## config.mk

```make
export PLATFORM = sky130hd
export DESIGN_NAME = lcd_timing_gen
export DESIGN_NICKNAME = d
export VERILOG_FILES = /design/src/rtl/lcd_timing_gen.sv
export SDC_FILE = /design/constraint.sdc
export NUM_CORES = 1
export LEC_CHECK = 0
export BUFFER_PORTS_ARGS = -buffer_cell sky130_fd_sc_hd__buf_2
export CORE_MARGIN = 2
export CORE_UTILIZATION = 58
export DETAILED_ROUTE_END_ITERATION = 12
export PLACE_DENSITY = 0.9
export SLEW_MARGIN = 20
export SYNTH_ARGS = -nofsm -noshare
export SYNTH_HDL_FRONTEND = slang
export SYNTH_SLANG_ARGS = --single-unit
```

## constraint.sdc

```tcl
create_clock -name clk -period 6.9 [get_ports clk]
set_clock_uncertainty 0.2 [all_clocks]
set_input_delay 2.07 -clock clk [delete_from_list [all_inputs] [get_ports clk]]
set_output_delay 2.07 -clock clk [all_outputs]
set_load 0.1 [all_outputs]
```

## src/rtl/lcd_timing_gen.sv

```systemverilog
// RGB LCD timing generator: selects panel timing from the panel ID, runs the
// sync/active counters and a two-stage pixel request / pixel output pipeline.
module lcd_timing_gen (
  input  logic        clk,
  input  logic        rst,
  input  logic [15:0] lcd_id,
  input  logic [23:0] pixel_data,
  output logic        pixel_req,
  output logic [10:0] pixel_xpos,
  output logic [10:0] pixel_ypos,
  output logic [10:0] h_disp,
  output logic [10:0] v_disp,
  output logic        timing_valid,
  output logic        lcd_hs,
  output logic        lcd_vs,
  output logic        lcd_de,
  output logic [23:0] lcd_rgb,
  output logic        lcd_bl
);

  // state | meaning
  // IDLE  | no supported panel yet; counters at 0, panel pins quiet
  // RUN   | timing running for cur_id; left only through rst
  typedef enum logic {IDLE, RUN} state_t;

  typedef struct packed {
    logic        ok;
    logic [10:0] hs, hb, hd, hf;
    logic [10:0] vs, vb, vd, vf;
  } timing_t;

  // Panel IDs are the hex codes reported by the upstream ID reader.
  function automatic timing_t lookup(input logic [15:0] id);
    timing_t t;
    t = '0;
    case (id)
      16'h4342: t = '{1'b1, 11'd41,  11'd2,   11'd480,  11'd2,   11'd10, 11'd2,  11'd272, 11'd2};
      16'h7084: t = '{1'b1, 11'd128, 11'd88,  11'd800,  11'd40,  11'd2,  11'd33, 11'd480, 11'd10};
      16'h7016: t = '{1'b1, 11'd20,  11'd140, 11'd1024, 11'd160, 11'd3,  11'd20, 11'd600, 11'd12};
      16'h4384: t = '{1'b1, 11'd128, 11'd88,  11'd800,  11'd40,  11'd2,  11'd33, 11'd480, 11'd10};
      16'h1018: t = '{1'b1, 11'd10,  11'd80,  11'd1280, 11'd70,  11'd3,  11'd10, 11'd800, 11'd10};
      default:  t = '0;
    endcase
    return t;
  endfunction

  state_t      state;
  logic [15:0] cur_id;
  logic [10:0] h_cnt, v_cnt;
  logic        hs_d1, vs_d1;

  timing_t     cur_t, new_t;
  logic [10:0] h_total, v_total, h_start, h_end, v_start, v_end;
  logic        h_last, v_last, active;

  always_comb begin
    cur_t   = lookup(cur_id);
    new_t   = lookup(lcd_id);
    h_total = cur_t.hs + cur_t.hb + cur_t.hd + cur_t.hf;
    v_total = cur_t.vs + cur_t.vb + cur_t.vd + cur_t.vf;
    h_start = cur_t.hs + cur_t.hb;
    v_start = cur_t.vs + cur_t.vb;
    h_end   = h_start + cur_t.hd;
    v_end   = v_start + cur_t.vd;
    h_last  = (h_cnt == h_total - 11'd1);
    v_last  = (v_cnt == v_total - 11'd1);
    active  = (state == RUN) && (h_cnt >= h_start) && (h_cnt < h_end)
              && (v_cnt >= v_start) && (v_cnt < v_end);
  end

  always_ff @(posedge clk) begin
    if (rst) begin
      state        <= IDLE;
      cur_id       <= '0;
      h_cnt        <= '0;
      v_cnt        <= '0;
      pixel_req    <= 1'b0;
      pixel_xpos   <= '0;
      pixel_ypos   <= '0;
      hs_d1        <= 1'b1;
      vs_d1        <= 1'b1;
      lcd_de       <= 1'b0;
      lcd_rgb      <= '0;
      lcd_hs       <= 1'b1;
      lcd_vs       <= 1'b1;
      lcd_bl       <= 1'b0;
      timing_valid <= 1'b0;
      h_disp       <= '0;
      v_disp       <= '0;
    end else begin
      // Stage 1 from this cycle's counters; stage 2 follows one clock later.
      pixel_req  <= active;
      pixel_xpos <= active ? h_cnt - h_start : '0;
      pixel_ypos <= active ? v_cnt - v_start : '0;
      hs_d1      <= !((state == RUN) && (h_cnt < cur_t.hs));
      vs_d1      <= !((state == RUN) && (v_cnt < cur_t.vs));
      lcd_de     <= pixel_req;
      lcd_rgb    <= pixel_req ? pixel_data : '0;
      lcd_hs     <= hs_d1;
      lcd_vs     <= vs_d1;

      case (state)
        IDLE: begin
          h_cnt <= '0;
          v_cnt <= '0;
          if (new_t.ok) begin
            state        <= RUN;
            cur_id       <= lcd_id;
            timing_valid <= 1'b1;
            lcd_bl       <= 1'b1;
            h_disp       <= new_t.hd;
            v_disp       <= new_t.vd;
          end
        end
        RUN: begin
          if (h_last) begin
            h_cnt <= '0;
            if (v_last) begin
              v_cnt <= '0;
              // ID changes take effect only on a frame boundary; unsupported IDs are ignored.
              if (new_t.ok) begin
                cur_id <= lcd_id;
                h_disp <= new_t.hd;
                v_disp <= new_t.vd;
              end
            end else begin
              v_cnt <= v_cnt + 11'd1;
            end
          end else begin
            h_cnt <= h_cnt + 11'd1;
          end
        end
        default: state <= IDLE;
      endcase
    end
  end

endmodule

```

==> parameters.txt, run 1 <==
Parameter                              Value

Outcome
  Status    finished with violations
  Violations in the final reports    DRC

Yosys
  Post-synthesis cell area    6918 µm²
  Synthesized instance count    811
  Number of warnings reported in the yosys synthesis log    0
  Biggest area consumer among synthesized cells    sky130_fd_sc_hd__dfxtp_1
  Post-synth top flop    sky130_fd_sc_hd__dfxtp_1
  Share of synthesized registers carrying an async set or reset    0%
  Post-synthesis average cell area    8.530 µm²
  Post-synthesis sequential element count    101
  Area share of the largest cell type after synthesis    29.23%
  Sequential cell area fraction in the yosys report    29.23%
  Number of synthesized flops with an enable pin    0
  Dominant cells by area after synthesis    sky130_fd_sc_hd__dfxtp_1 29%, sky130_fd_sc_hd__ha_1 14%, sky130_fd_sc_hd__xnor2_1 5.1%, sky130_fd_sc_hd__a21oi_1 3.8%, sky130_fd_sc_hd__inv_1 3.7%
  Number of library cell types mapped by synthesis    76

Final layout
  Final design utilization    67.97%
  Number of antenna cells inserted    0
  Number of fill cells in the layout    925
  FF+latch area    2022 µm²
  Layout-stage area growth over the synthesis result    13.15%
  Share of post-route cells with drive strength above 1    16.48%
  Most common cell after layout, fill and taps aside    sky130_fd_sc_hd__buf_2
  Most frequent cells in the layout    106 x sky130_fd_sc_hd__buf_2, 101 x sky130_fd_sc_hd__dfxtp_1, 80 x sky130_fd_sc_hd__ha_1
  Area of the multi-input gates    4497 µm²
  Net count, final    1,035

Route
  First-iteration detailed-routing DRC count    522
  Routed wire per std cell    15.45 µm
  Count of vias placed by the detailed router    6,099
  Via-per-instance ratio    5.792
  Antenna Violating Nets Remaining    0
  Total iterations of the first detailed-routing run    10
  DRC violation count after routing    3
  Overall routed net length    16,270 µm

Placement
  Hpwl dp    12,250 µm
  Placer congestion estimate    0.9088
  Number of I/O port buffers    106

Min path
  Worst hold path class    flop to flop
  Worst Hold Depth    1

Floorplanning
  Vertical extent of the die    113.2 µm
  Die X-Extent    113.2 µm
  Initial standard-cell utilization of the core    60.07%
  Core footprint    11,520 µm²
  I/O pin cnt    116
  Row count    39
  Die outline area    12,820 µm²

Power and ir drop
  Fraction of power consumed by sequential logic    50.0%
  Power consumption    1.164 mW
  Static leakage power    3.454 nW
  Clock network fraction of total power    44.2%
  Sw power    0.2964 mW
  Maximum VDD drop    0.1607 mV
  Net switching share of the total power    25.46%
  Part of the total power dissipated in combinational logic    5.8%
  Internal    0.8675 mW
  Power per cell area    148.7 nW/µm²

Timing
  Final Cycle Share    94.26%
  Post-route setup TNS    0 ps
  Slew headroom    39.30%
  Worst hold slack    218.9 ps
  Final hold vios    0
  Final number of setup-violating endpoints    0
  Time the worst path needs with I/O delays and setup    6504 ps
  Fmax achieved    153.8 MHz
  Total count of max-transition violations in the final report    0
  RSZ-0062 raised after global routing    no
  Least-Margin Pin Slew    910.5 ps

Critical path
  Cell at the slowest stage of the critical path    sky130_fd_sc_hd__or3_1
  Endpoint arrival time on the critical path    6550 ps
  Largest stage delay, worst path    580 ps
  CP endpoint kind    flop
  Worst endpoint required time    6950 ps
  Type of element launching the critical path    flop
  Dominant cell type by count on the critical path    sky130_fd_sc_hd__inv_1
  Chain of cells forming the critical path    nor4bb_1 -> nand3_1 -> or3_1 -> nand2_1 -> inv_1 -> fa_1 -> inv_1 -> a21oi_1 -> o21ai_0 -> inv_1 -> fa_1 -> ha_1 -> inv_1 -> ha_1 -> o21ai_0 -> a21boi_0 -> o22ai_2 -> xnor2_1 -> nor4_4 -> nand3_4 -> o21a_1 -> o221a_1
  Logic depth of the worst register-to-register path    22
  Class of the most critical setup path    flop to flop
  Worst Path Max Fanout    20

Global route
  Global-route total usage across every layer    25.43%
  Maximum number of pins on one net before global-route repair    30
  Initial antenna violation count    0
  Aggregate global routing overflow    0
  Via count of the first global-routing pass    5,726
  Wire length of the first global-routing pass    26,610 µm

Clocking
  Root buffer cell    sky130_fd_sc_hd__clkbuf_16
  Clk Latency, worst-skew pair    360 ps
  CTS tree    built
  Clock buffer count from CTS    9
  Total of hold buffers inserted after clock tree synthesis    0
  Clock Sinks    101
  Maximum level of the CTS H-tree    3
  Buffers from clock root to sink, at most    2
  Clock-pin slew on the worst setup and hold paths    70 ps

Flow run
  Max Cap Viol    0
worst max-delay path: cells and delay by family (launching register included):
family / cells / cell delay [ps]
flip-flops: 1 / 420
AND/OR/NAND/NOR: 6 / 2010
buffers and inverters: 4 / 430
XOR/XNOR: 1 / 180
AO/OA/AOI/OAI: 7 / 1540
adder cells (fa/ha/maj): 4 / 1620
synthesized netlist by cell type, drive strengths merged, types with 8 or more instances:
master   count
buf         21
nor2        52
xor2        21
ha          80
nor4        11
nand2       48
nand2b       8
o2111ai      8
o21ai       35
xnor2       40
clkbuf      17
nor3        30
and2        27
inv         68
a21oi       53
nor2b       11
nand3       24
o31ai       11
a21o        10
nand4       15
fa           8
dfxtp      101
or4         11
mux2i        8
registers in the layout, indices dropped and copies added, names as in the netlist:
signal,count
cur_id,16
h_cnt,11
h_disp,4
hs_d1,1
lcd_bl,1
lcd_de,1
lcd_hs,1
lcd_rgb,24
lcd_vs,1
pixel_req,1
pixel_xpos,11
pixel_ypos,11
state,1
v_cnt,11
v_disp,5
vs_d1,1
per-stage QoR:
stage,instances,cell area (µm²),setup WS [ps]
6_report,1053,7828,396.4
5_1_grt,1053,7828,3.256
4_1_cts,1051,7772,277.1
3_5_place_dp,1035,7471,392.0
3_3_place_gp,1035,7471,595.6
2_1_floorplan,823,6963,1052
routing by layer:
| metal | GRT usage [%] | wire (µm) |
|---|---|---|
| met1 | 32.27 | 6945 |
| met2 | 42.79 | 7781 |
| met3 | 4.767 | 1164 |
| met4 | 10.08 | 377 |
| met5 | 0 | 0 |
final timing paths:
path / to / start / slack, ps
setup / recovery: cur_id[14] / cur_id[14] / 400
hold / removal: lcd_vs / vs_d1 / 220
setup reg to reg: cur_id[14] / cur_id[14] / 400
hold reg to reg: lcd_vs / vs_d1 / 220
what timing repair did:
item | in CTS | in global routing
gates resized for setup | 0 | 3
buffers inserted | 0 | 2
endpoints found under the setup margin | 0 | 45
power groups by stage:
stage,clock network [mW],registers [mW],logic (mW)
after detailed placement,0,0.596,0.0662
after global placement,0,0.596,0.0649
after floorplan,0,0.596,0.0522
after global routing,0.542,0.582,0.0729
final,0.514,0.582,0.0676
after CTS,0.521,0.582,0.0666
final cells by class:
class,count,share of cell area (%)
clock buffers,10,3.053
clock inverters,6,0.7992
inverters,70,3.357
multi-input cells,614,57.45
flip-flops and latches,101,25.83
well taps,143,2.286
repair buffers,109,7.225
cells by family (layout without fill, tap and decap cells):
| kind of cell | after synthesis | after routing | synth area share [%] |
|---|---|---|---|
| compound gates | 162 | 162 | 15.45 |
| xor+xnor | 62 | 62 | 8.049 |
| fa+ha+maj | 88 | 88 | 16.78 |
| buf+inv | 108 | 195 | 6.873 |
| flops | 101 | 101 | 29.23 |
| mux | 8 | 8 | 1.158 |
| other cells | 2 | 14 | 0.1086 |
| simple gates | 280 | 280 | 22.35 |
Power figures use the tool's default switching activity.
==> run 2, diff against run 1 <==
--- a/config.mk
+++ b/config.mk
@@ -7,9 +7,9 @@
 export LEC_CHECK = 0
 export BUFFER_PORTS_ARGS = -buffer_cell sky130_fd_sc_hd__buf_2
 export CORE_MARGIN = 2
-export CORE_UTILIZATION = 58
+export CORE_UTILIZATION = 62
 export DETAILED_ROUTE_END_ITERATION = 12
-export PLACE_DENSITY = 0.9
+export PLACE_DENSITY = 0.95
 export SLEW_MARGIN = 20
 export SYNTH_ARGS = -nofsm -noshare
 export SYNTH_HDL_FRONTEND = slang
==> constraint.sdc (replaced) <==
create_clock -name clk -period 8.1 [get_ports clk]
set_clock_uncertainty 0.2 [all_clocks]
set_input_delay 2.43 -clock clk [delete_from_list [all_inputs] [get_ports clk]]
set_output_delay 2.43 -clock clk [all_outputs]
set_load 0.1 [all_outputs]
==> run 2 against run 1 <==
Effect of this change:
- the run now ends clean
- sequential cell count did not move
- maximum frequency decreased by 2.9%
- non-clock buffer count decreased by 2
- largest power group unchanged
==> parameters.txt, run 2 (synthesis gave the netlist of run 1 again) <==
Parameter                              Value

Outcome
  Status    completed

Critical path
  Class of the most critical setup path    flop to flop
  Type of element launching the critical path    flop
  Endpoint arrival time on the critical path    6840 ps (+290 ps)
  Chain of cells forming the critical path    nor4bb_1 -> nand3_1 -> or3_1 -> nand2_1 -> inv_1 -> fa_1 -> inv_1 -> a21oi_1 -> o21ai_0 -> inv_1 -> fa_1 -> xor2_1 -> ha_1 -> inv_1 -> ha_1 -> xor2_1 -> or3_1 -> o41ai_1 -> a311oi_1 -> nor4_4 -> nand3_2 -> o21ai_4 -> o221a_1
  Startpoint of the worst-slack reg-to-reg timing path    cur_id[14]
  Worst Path Max Fanout    20 (unchanged)
  Worst endpoint required time    8250 ps (+1300 ps)
  Cell at the slowest stage of the critical path    sky130_fd_sc_hd__or3_1
  Largest stage delay, worst path    570 ps (about the same)
  Dominant cell type by count on the critical path    sky130_fd_sc_hd__inv_1
  Critical path launch point    cur_id[14]
  CP endpoint kind    flop

Global route
  Met3 Use GR    6.402% (+1.6 points)
  Global routing usage on met1    34.89% (+2.6 points)
  Gr busiest metal    met2
  Wire length of the first global-routing pass    26,770 µm (+0.57%)
  Maximum number of pins on one net before global-route repair    30 (unchanged)
  Aggregate global routing overflow    0 (unchanged)
  Met2 track demand over resource    46.96% (+4.2 points)
  Global-route total usage across every layer    28.19% (+2.8 points)
  Initial antenna violation count    0 (unchanged)
  Via count of the first global-routing pass    5,854 (+2.2%)

Placement
  Hpwl dp    12,520 µm (+2.3%)
  Placer congestion estimate    0.9247 (+1.7%)
  Number of I/O port buffers    106 (unchanged)

Final layout
  Flip-flop count of the largest register after layout    24 (unchanged)
  Reg with most FFs    lcd_rgb
  Layout-stage area growth over the synthesis result    10.85%
  Most common cell after layout, fill and taps aside    sky130_fd_sc_hd__buf_2
  Share of post-route cells with drive strength above 1    16.08% (-0.40 points)
  Largest registers    lcd_rgb (24), cur_id (16)
  Most frequent cells in the layout    106 x sky130_fd_sc_hd__buf_2, 101 x sky130_fd_sc_hd__dfxtp_1, 80 x sky130_fd_sc_hd__ha_1
  Net count, final    1,033 (-0.19%)
  Number of antenna cells inserted    0 (unchanged)

Clocking
  Clock-pin slew on the worst setup and hold paths    110 ps (+40 ps)
  Clk Latency, worst-skew pair    400 ps (+40 ps)
  Clock buffer count from CTS    9 (unchanged)
  Clock Sinks    101 (unchanged)
  Maximum level of the CTS H-tree    3 (unchanged)
  CTS tree    built
  Resized Gates After CTS    0 (unchanged)
  Buffers from clock root to sink, at most    2 (unchanged)
  Total of hold buffers inserted after clock tree synthesis    0 (unchanged)
  Setup fix buffers added after clock tree synthesis    0 (unchanged)
  Root buffer cell    sky130_fd_sc_hd__clkbuf_8

Timing
  Least-Margin Pin Slew    1072 ps (+161.4 ps)
  Final Cycle Share    82.67% (-12 points)
  Total count of max-transition violations in the final report    0 (unchanged)
  Slew headroom    28.20% (-11 points)
  Post-route setup TNS    0 ps (unchanged)
  Time the worst path needs with I/O delays and setup    6697 ps (+192.9 ps)
  RSZ-0062 raised after global routing    no
  Fmax achieved    149.3 MHz (-2.9%)
  Worst hold slack    221.5 ps (+2.640 ps)
  Final number of setup-violating endpoints    0 (unchanged)
  Final hold vios    0 (unchanged)

Route
  Antenna Violating Nets Remaining    0 (unchanged)
  Count of vias placed by the detailed router    6,235 (+2.2%)
  Routed wire per std cell    15.53 µm (+0.53%)
  DRC violation count after routing    0 (-3)
  First-iteration detailed-routing DRC count    439 (-16%)
  Via-per-instance ratio    5.949 (+2.7%)
  Total iterations of the first detailed-routing run    5 (-5)
  Overall routed net length    16,280 µm (about the same)

Floorplanning
  I/O pin cnt    116 (unchanged)
  Die X-Extent    109.6 µm (-3.2%)
  Core footprint    10,840 µm² (-5.9%)
  Vertical extent of the die    109.6 µm (-3.2%)
  Row count    38 (-2.6%)
  Initial standard-cell utilization of the core    63.82% (+3.7 points)
  Die outline area    12,020 µm² (-6.2%)

Power and ir drop
  Static leakage power    3.392 nW (-1.8%)
  Sw power    0.2368 mW (-20%)
  Fraction of power consumed by sequential logic    56.4% (+6.4 points)
  Clock network fraction of total power    37.1% (-7.1 points)
  Power per cell area    114.8 nW/µm² (-23%)
  Net switching share of the total power    26.91% (+1.4 points)
  Part of the total power dissipated in combinational logic    6.5% (+0.7 points)
  Maximum VDD drop    0.1524 mV (-5.2%)
  Internal    0.6432 mW (-26%)

Min path
  Worst hold path class    flop to flop
  Min-Delay Startpoint    hs_d1

Flow run
  Max Cap Viol    0 (unchanged)
## run 2: cell types whose count changed in the layout (fill, tap and decap cells not counted), sizes merged
| cell | previous run | this run |
|---|---|---|
| clkinvlp | 0 | 1 |
| buf | 109 | 107 |
| clkinv | 4 | 2 |
| inv | 72 | 73 |
## run 2: routing by layer
layer | up-vias | wire (µm)
met1 | 2880 | 6701
met3 | 54 | 1369
met2 | 276 | 7695
met5 | - | 0
li1 | 3025 | -
met4 | 0 | 508
## run 2: per-stage QoR
step	instance area, µm²	cells	total power, mW	setup WS, ps	util, %
after CTS	7666	1048	0.8834	1443	70.72
after detailed placement	7467	1032	0.5640	1460	68.88
after floorplan	6963	823	0.5522	2252	-
after global placement	7467	1032	0.5628	1767	68.88
after global routing	7669	1048	0.9094	911.7	70.74
final	7669	1048	0.8800	1403	70.74
## run 2: worst paths after layout
path | endpoint | slack (ps) | cells past startpoint
min | lcd_hs | 220 | 1
max | cur_id[14] | 1400 | 23
min reg2reg | lcd_hs | 220 | 1
max reg2reg | cur_id[14] | 1400 | 23
## run 2: power groups by stage
| stage | Combinational [mW] | Clock, mW | Sequential (mW) |
|---|---|---|---|
| final | 0.0572 | 0.327 | 0.496 |
| after global routing | 0.0620 | 0.351 | 0.496 |
| after CTS | 0.0564 | 0.331 | 0.496 |
| after detailed placement | 0.0563 | 0 | 0.508 |
| after global placement | 0.0551 | 0 | 0.508 |
| after floorplan | 0.0445 | 0 | 0.508 |
## run 2: layout make-up
type | count | area, µm²
inverters | 70 | 262.8
flip-flops and latches | 101 | 2022
well taps | 140 | 175.2
fillers | 838 | 3172
repair buffers | 107 | 538.0
multi-input cells | 614 | 4472
clock buffers | 10 | 137.6
clock inverters | 6 | 61.31
## run 2: critical path, delay by kind of cell, from the launching register on
kind / cells / cell delay [ps]
buf+inv: 4 / 390
flops: 1 / 440
xor+xnor: 2 / 380
fa+ha+maj: 4 / 1480
compound gates: 6 / 1310
simple gates: 7 / 2420
